===== config.mk =====
export PLATFORM = sky130hd
export DESIGN_NAME = ecc_sed_enc_arbiter_flat
export DESIGN_NICKNAME = d
export VERILOG_FILES = /design/src/rtl/ecc_sed_enc_arbiter_if.sv /design/src/rtl/ecc_sed_enc_arbiter.sv /design/src/flat_wrapper.sv
export SDC_FILE = /design/constraint.sdc
export NUM_CORES = 1
export LEC_CHECK = 0
export ABC_AREA = 1
export CORE_MARGIN = 10
export CORE_UTILIZATION = 35
export CTS_BUF_LIST = sky130_fd_sc_hd__clkbuf_4
export CTS_CLUSTER_SIZE = 12
export DETAILED_ROUTE_END_ITERATION = 6
export PLACE_DENSITY_LB_ADDON = 0.1
export SYNTH_ARGS = -nofsm -noshare
export SYNTH_HDL_FRONTEND = slang
export SYNTH_SLANG_ARGS = --single-unit

===== constraint.sdc =====
create_clock -name clk -period 3.6 [get_ports clk]
set_input_delay 0.54 -clock clk [delete_from_list [all_inputs] [get_ports clk]]
set_output_delay 0.54 -clock clk [all_outputs]
set_load 0.03 [all_outputs]

===== src/rtl/ecc_sed_enc_arbiter_if.sv =====
// Bundle between the requesting clients, the shared parity encoder stage and
// the downstream ECC-protected consumer.
interface ecc_sed_enc_arbiter_if #(
  parameter int NREQ = 4,
  parameter int DW   = 12,
  parameter int SW   = $clog2(NREQ)
);
  logic [NREQ-1:0]    req_valid;
  logic [NREQ*DW-1:0] req_data;
  logic [NREQ-1:0]    req_ready;
  logic               out_valid;
  logic               out_ready;
  logic [DW:0]        out_codeword;
  logic [SW-1:0]      out_src;
  logic               clr_count;
  logic [15:0]        enc_count;

  modport master (
    output req_valid, req_data, out_ready, clr_count,
    input  req_ready, out_valid, out_codeword, out_src, enc_count
  );

  modport slave (
    input  req_valid, req_data, out_ready, clr_count,
    output req_ready, out_valid, out_codeword, out_src, enc_count
  );
endinterface


===== src/rtl/ecc_sed_enc_arbiter.sv =====
// Round-robin arbiter sharing one even-parity encoder among NREQ requesters,
// with a single registered output stage and a saturating delivery counter.
module ecc_sed_enc_arbiter #(
  parameter int NREQ = 4,
  parameter int DW   = 12,
  parameter int SW   = $clog2(NREQ)
) (
  input logic                 clk,
  input logic                 rst,
  ecc_sed_enc_arbiter_if.slave bus
);

  function automatic logic parity_f(input logic [DW-1:0] d);
    parity_f = ^d;
  endfunction

  logic [SW-1:0]   ptr_r;
  logic            out_valid_r;
  logic [DW:0]     out_codeword_r;
  logic [SW-1:0]   out_src_r;
  logic [15:0]     enc_count_r;

  logic            load_en_s;
  logic            found_s;
  logic            grant_s;
  logic            hs_s;
  logic [SW-1:0]   winner_s;
  logic [SW-1:0]   ptr_next_s;
  logic [DW-1:0]   win_data_s;
  logic [NREQ-1:0] req_ready_s;

  // Round-robin search: walk downward so the candidate nearest ptr is kept last
  always_comb begin
    logic [SW:0] idx_v;
    found_s  = 1'b0;
    winner_s = '0;
    idx_v    = '0;
    for (int k = NREQ - 1; k >= 0; k--) begin
      idx_v = {1'b0, ptr_r} + (SW+1)'(k);
      if (idx_v >= (SW+1)'(NREQ)) begin
        idx_v = idx_v - (SW+1)'(NREQ);
      end else begin
        idx_v = idx_v;
      end
      if (bus.req_valid[idx_v[SW-1:0]]) begin
        found_s  = 1'b1;
        winner_s = idx_v[SW-1:0];
      end else begin
        found_s  = found_s;
      end
    end
  end

  // Grant qualification, handshake detection and next-pointer wrap
  always_comb begin
    load_en_s  = !out_valid_r || bus.out_ready;
    grant_s    = rst && load_en_s && found_s;
    hs_s       = out_valid_r && bus.out_ready;
    win_data_s = bus.req_data[int'(winner_s) * DW +: DW];
    if (winner_s == SW'(NREQ - 1)) begin
      ptr_next_s = '0;
    end else begin
      ptr_next_s = winner_s + SW'(1);
    end
    for (int i = 0; i < NREQ; i++) begin
      req_ready_s[i] = grant_s && (winner_s == SW'(i));
    end
  end

  // Output stage and arbitration pointer
  always_ff @(posedge clk or negedge rst) begin
    if (!rst) begin
      out_valid_r    <= 1'b0;
      out_codeword_r <= '0;
      out_src_r      <= '0;
      ptr_r          <= '0;
    end else if (grant_s) begin
      out_valid_r    <= 1'b1;
      out_codeword_r <= {parity_f(win_data_s), win_data_s};
      out_src_r      <= winner_s;
      ptr_r          <= ptr_next_s;
    end else if (bus.out_ready) begin
      out_valid_r    <= 1'b0;
    end else begin
      out_valid_r    <= out_valid_r;
    end
  end

  // Saturating delivered-codeword counter; clear beats a same-cycle handshake
  always_ff @(posedge clk or negedge rst) begin
    if (!rst) begin
      enc_count_r <= 16'h0000;
    end else if (bus.clr_count) begin
      enc_count_r <= 16'h0000;
    end else if (hs_s && (enc_count_r != 16'hFFFF)) begin
      enc_count_r <= enc_count_r + 16'h0001;
    end else begin
      enc_count_r <= enc_count_r;
    end
  end

  assign bus.req_ready    = req_ready_s;
  assign bus.out_valid    = out_valid_r;
  assign bus.out_codeword = out_codeword_r;
  assign bus.out_src      = out_src_r;
  assign bus.enc_count    = enc_count_r;

endmodule


===== src/flat_wrapper.sv =====
// flat-port wrapper written by rule: the top's interface ports become plain ports
module ecc_sed_enc_arbiter_flat 
#(
  parameter int NREQ = 4,
  parameter int DW   = 12,
  parameter int SW   = $clog2(NREQ)
)
  (clk, rst, bus_req_valid, bus_req_data, bus_out_ready, bus_clr_count, bus_req_ready, bus_out_valid, bus_out_codeword, bus_out_src, bus_enc_count);
  ecc_sed_enc_arbiter_if #(.NREQ(NREQ), .DW(DW), .SW(SW)) bus_i ();
  input logic clk;
  input logic rst;
  input wire logic [$bits(bus_i.req_valid)-1:0] bus_req_valid;
  input wire logic [$bits(bus_i.req_data)-1:0] bus_req_data;
  input wire logic [$bits(bus_i.out_ready)-1:0] bus_out_ready;
  input wire logic [$bits(bus_i.clr_count)-1:0] bus_clr_count;
  output wire logic [$bits(bus_i.req_ready)-1:0] bus_req_ready;
  output wire logic [$bits(bus_i.out_valid)-1:0] bus_out_valid;
  output wire logic [$bits(bus_i.out_codeword)-1:0] bus_out_codeword;
  output wire logic [$bits(bus_i.out_src)-1:0] bus_out_src;
  output wire logic [$bits(bus_i.enc_count)-1:0] bus_enc_count;
  assign bus_i.req_valid = bus_req_valid;
  assign bus_i.req_data = bus_req_data;
  assign bus_i.out_ready = bus_out_ready;
  assign bus_i.clr_count = bus_clr_count;
  assign bus_req_ready = bus_i.req_ready;
  assign bus_out_valid = bus_i.out_valid;
  assign bus_out_codeword = bus_i.out_codeword;
  assign bus_out_src = bus_i.out_src;
  assign bus_enc_count = bus_i.enc_count;
  ecc_sed_enc_arbiter #(.NREQ(NREQ), .DW(DW), .SW(SW)) u_core (.clk(clk), .rst(rst), .bus(bus_i));
endmodule

* Word-level counts from Yosys, hierarchy flattened
Cells that the tools add are included.
** Storage, ports and cells
- Register bits :: 34
- Bits of input ports :: 56
** Operators by class
- Add/subtract/negate cells :: 9
- $mul :: 1
- Order comparisons :: 8
- Equal/unequal tests :: 4
- Shifts and indexed selects :: 1
- Mux-type cells :: 25
- Reductions and logical operators :: 14
** Operators by type and width (count)
- 48-bit by 32-bit variable part select with 12-bit output :: 1
- 16-bit two-way mux :: 2
- 2-bit two-way mux :: 9
- 16-bit by 1-bit adder with 16-bit output (second input constant) :: 1
- 16-bit inequality test (second input constant) :: 1
- 2-bit by 3-bit < comparator with 1-bit output (second input constant) :: 4
- 12-bit parity :: 1
- 1-bit two-way mux :: 10
- 3-bit greater-or-equal comparator (second input constant) :: 3
- 1-bit binary-select mux with 2-bit select :: 4
- 1-bit logical AND :: 8
- 2-bit by 1-bit subtractor with 2-bit output (second input constant) :: 4
- 2-bit by 2-bit adder with 3-bit output (second input constant) :: 2
- 2-bit equality test (second input constant) :: 2
- 2-bit by 2-bit multiplier with 4-bit output (second input constant) :: 1
- 2-bit nonzero test :: 2
- 2-bit by 1-bit adder with 3-bit output (second input constant) :: 1
- 2-bit by 3-bit greater-or-equal comparator with 1-bit output (second input constant) :: 1
- 2-bit by 1-bit adder with 2-bit output (second input constant) :: 1
- 2-bit by 1-bit equality test with 1-bit output (second input constant) :: 1
- 2-bit logical NOT :: 1
- 1-bit logical NOT :: 1
- 1-bit logical OR :: 1

* Logic depth before layout (Yosys ltp)
- Depth in word-level cells :: 12
- Gate-level depth with buffers :: 24
- Gate-level depth less buffers :: 22

* Worst setup path before layout
OpenSTA, ideal clock, no wires.
- Path kind :: input port to output port
- Start point :: input bus_req_valid[1]
- End point :: output bus_req_ready[0]
- Arrival :: 1.946 ns
- Data required time :: 3.060 ns
- Slack :: 1.114 ns
- Stages on the path :: 11
- Cell sequence :: inv_1 > o21ai_1 > nand2_2 > nand2_1 > nand3b_1 > nand2_2 > inv_2 > buf_2 > ha_1 > inv_1 > nor2_1
** Between the ends
- Word-level cells in the longest chain between the ends :: 8
- Elaborated cells between the ends (all ways) :: 19
- Classes of those cells :: mux (16); reduce/logical (3)
** Ends and longest elaborated chain
- start, declared :: RTL line flat_wrapper.sv:12 : input wire logic [$bits(bus_i.req_valid)-1:0] bus_req_valid;
- 1-bit binary-select mux with 2-bit select :: RTL line ecc_sed_enc_arbiter.sv:45 : if (bus.req_valid[idx_v[SW-1:0]]) begin
- 1-bit two-way mux (implied by the code) :: RTL line ecc_sed_enc_arbiter.sv:45
- 2-bit two-way mux / 1-bit two-way mux (equally long branches) (4 in series) :: RTL line ecc_sed_enc_arbiter.sv:45
- 2-bit logical NOT / 1-bit logical AND (equally long branches) :: RTL line ecc_sed_enc_arbiter.sv:66, ecc_sed_enc_arbiter.sv:57
- 1-bit logical AND * :: RTL line ecc_sed_enc_arbiter.sv:66 : req_ready_s[i] = grant_s && (winner_s == SW'(i));
- end, declared :: RTL line flat_wrapper.sv:16 : output wire logic [$bits(bus_i.req_ready)-1:0] bus_req_ready;
Mark *: on every way between the ends. The rest lies on a longest branch, timed or not. The select of a mux whose other input is x is not followed.

* Worst setup path after layout
- Start point :: input bus_req_valid[3]
- End point :: output bus_req_ready[0]
Same word-level chain as after synthesis.

==> out/summary.txt <==
Outcome = complete, no violations
GRT Resource Usage Total = 13.5%
Syn Inst Count = 440
Crit path buf inv count = 5
Post-CTS Hold Fix Bufs = 0
Top cell type's share of synthesized area = 31.5%
Clock sink total = 34
CTS root buffer = clkbuf_4
Worst path most repeated cell = nor2_1
CTS HTree Levels = 2
Post-Syn Area per Cell = 6.14 um2
Post-synth EDFFs = 0
Fin crit period = 3.09 ns
Critical Path RT = 3.06 ns
Vias = 2,979
Seq cells post-synth = 34
Placed cell area = 3670 um2
Antenna-violating nets left = 0
CTS buffer count = 5
Commonest non-fill, non-tap cell in the layout = nand2_1
DP HPWL = 6360 um
Worst Path Arrival = 2.55 ns
Syn-to-layout area delta = 37.7%
Gpl congestion = 0.870
RSZ-0062 raised after global routing = false
Final Slew Violations = 0
Startpoint Class = primary input
# rows = 31
Die ar. = 11,600 um2
Final setup vio count = 0
Starting Density = 36.7%
Clock buffer depth = 2
Crit path kind = primary input to output port
Synth warnings = 0
Grt ovf = 0
Leakage = 1.86 nW
First-pass GRT wire length = 13,300 um
Prevailing post-synth register cell = dfrtp_1
Drc violations = 0
Vias in the first global route = 2,923
WL per Instance = 12.3 um
Sequential-to-total area share from yosys stat = 31.5%
Post-layout util = 50.5%
Die Y = 108 um
Pwr/cell area = 949 nW/um2
Nets = 589
Clk_lat worst skew = 0.33 ns
Tcrit/Tclk final = 86.0%
Yosys cell types = 28
Core box area = 7370 um2
Rel. slew slack = 71.6%
Worst Setup SP = bus_req_valid[3]
Ys async rst share = 100%
Slowest CP cell = clkdlybuf4s50_1
Reg-to-Reg Start = u_core.ptr_r[0]$_DFFE_PN0P_
CP peak stage delay = 0.47 ns
Ant diodes = 0
Ports = 92
CTS clock-pin slew for the worst setup and hold paths = 0.09 ns
Max FO, Critical Path = 37
Fin area = 3720 um2
Final hold violations = 0
Initial DRT Pass Iterations = 4
Final WL = 7730 um
DP Cell Count = 620
Clk_skew = 0.00628 ns
Port Buffers = 91
Fin Hold WS = 0.496 ns
Cell Count, Final, Fillers Out = 628
Die Wd = 108 um
CTS tree = done
Area contributors post-synth = dfrtp_1 (31%), nand2_1 (26%), nand3_1 (12%)
Fmax = 0.323 GHz
Max Cap Viol = 0
Worst Max-Slew Pin Slew = 0.424 ns
Pin count of the biggest net entering global routing = 38
Layout cells sized above 1 = 5.86%
Top delay family on crit path = buffers and inverters
Crit path cell chain = clkdlybuf4s50_1 > inv_1 > o21ai_1 > nor2_1 > nor2_1 > nand3_2 > nand2_4 > inv_2 > ha_1 > inv_1 > nor2_1 > buf_4
Dominant cell type by area after synthesis = dfrtp_1
Post-CTS setup buffer count = 0
Number of antenna violations at the first check in global routing = 0
DR vias/cell = 4.74
Setup TNS = 0 ns
DR iter-0 viols = 97
Mapped cell area = 2700 um2
Post_cts resized = 0
Worst vdd ir = 0.624 mV
Worst Setup End Kind = output port
Post-synth net total = 501
Worst hold path type = flop to flop
Hold path start = u_core.bus.out_codeword[5]$_DFFE_PN0P_
Most frequent cells in the layout = nand2_1 (185), clkdlybuf4s50_1 (87), nand3_1 (66), inv_1 (46), dfrtp_1 (34)
kinds of logic after synthesis:
kind of cell / synth area share [%]
and+or+nand+nor: 46.0
buffers and inverters: 11.1
AOI/OAI and AO/OA: 9.17
DFF: 31.5
adders and majority gates: 2.31
registers in the layout, summed over array words and instances (netlist names):
signal,cells
u_core.bus.out_src,2
u_core.ptr_r,2
u_core.bus.out_codeword,13
u_core.bus.enc_count,16
u_core.bus.out_valid,1
worst reg2reg max path: stages (launching register included):
cell	delay [ns]
dfrtp_1	0.55
inv_2	0.10
nand2_1	0.10
nand3_1	0.12
nand2_1	0.11
nand3_2	0.08
nand2_1	0.08
nand2_2	0.07
nand2_4	0.31
inv_2	0.16
nand2_1	0.09
nand3_1	0.06
nand2_1	0.16
inv_1	0.08
nand2_1	0.06
nand2_1	0.04
nand2_1	0.05
nand2_1	0.07
inv_1	0.05
nand2_1	0.05
nand3_1	0.06
nand2_1	0.05
synth_stat cells, types with 4 or more instances:
library cell and count:
a21oi_1 10, buf_2 8, buf_6 4, clkbuf_1 4, dfrtp_1 34, ha_1 5, inv_1 46, inv_2 7
nand2_1 185, nand3_1 66, nor2_1 16, nor3_1 5, o21ai_0 25
per-layer routing:
| layer | GRT usage (%) | part of all wire (%) | vias up |
|---|---|---|---|
| li1 | - | - | 1586 |
| met1 | 16.5 | 45 | 1308 |
| met2 | 22.6 | 46 | 80 |
| met3 | 3.47 | 7.3 | 5 |
| met4 | 4.20 | 1.1 | 0 |
| met5 | 0 | 0 | - |
cell type report:
| cell class | count | area [um2] |
|---|---|---|
| Fill cell | 785 | 3650 |
| Clock buffer | 5 | 37.5 |
| Inverter | 53 | 199 |
| Multi-Input combinational cell | 337 | 1550 |
| Timing Repair Buffer | 97 | 946 |
| Sequential cell | 34 | 851 |
| Tap cell | 99 | 124 |
| Clock inverter | 3 | 11.3 |
path summary, 6_finish.rpt:
| kind | to | slack [ns] | depth (start not counted) |
|---|---|---|---|
| min reg2reg | u_core.bus.out_codeword[5]$_DFFE_PN0P_ | 0.50 | 2 |
| min | u_core.bus.out_codeword[5]$_DFFE_PN0P_ | 0.50 | 2 |
| min in group asynchronous | u_core.bus.out_valid$_DFFE_PN0P_ | 0.66 | 2 |
| max in group asynchronous | u_core.bus.out_codeword[2]$_DFFE_PN0P_ | 2.63 | 2 |
| max | bus_req_ready[0] | 0.51 | 12 |
| max reg2reg | u_core.bus.out_codeword[12]$_DFFE_PN0P_ | 1.01 | 21 |
per-stage QoR:
stage               setup WS [ns]  total power, W
detailed placement          0.528         0.00338
CTS                         0.524         0.00358
global placement            0.608         0.00332
finish                      0.505         0.00353
global route                0.210         0.00402
floorplan                    1.11         0.00271
power breakdown:
group          internal (W)  switching, W  leakage (nW)
Clock             0.0000696      0.000124        0.0277
Combinational      0.000953       0.00181          1.39
Sequential         0.000488     0.0000819         0.442
Total               0.00151       0.00202          1.86
No activity file was read; power rests on OpenSTA's default activity.
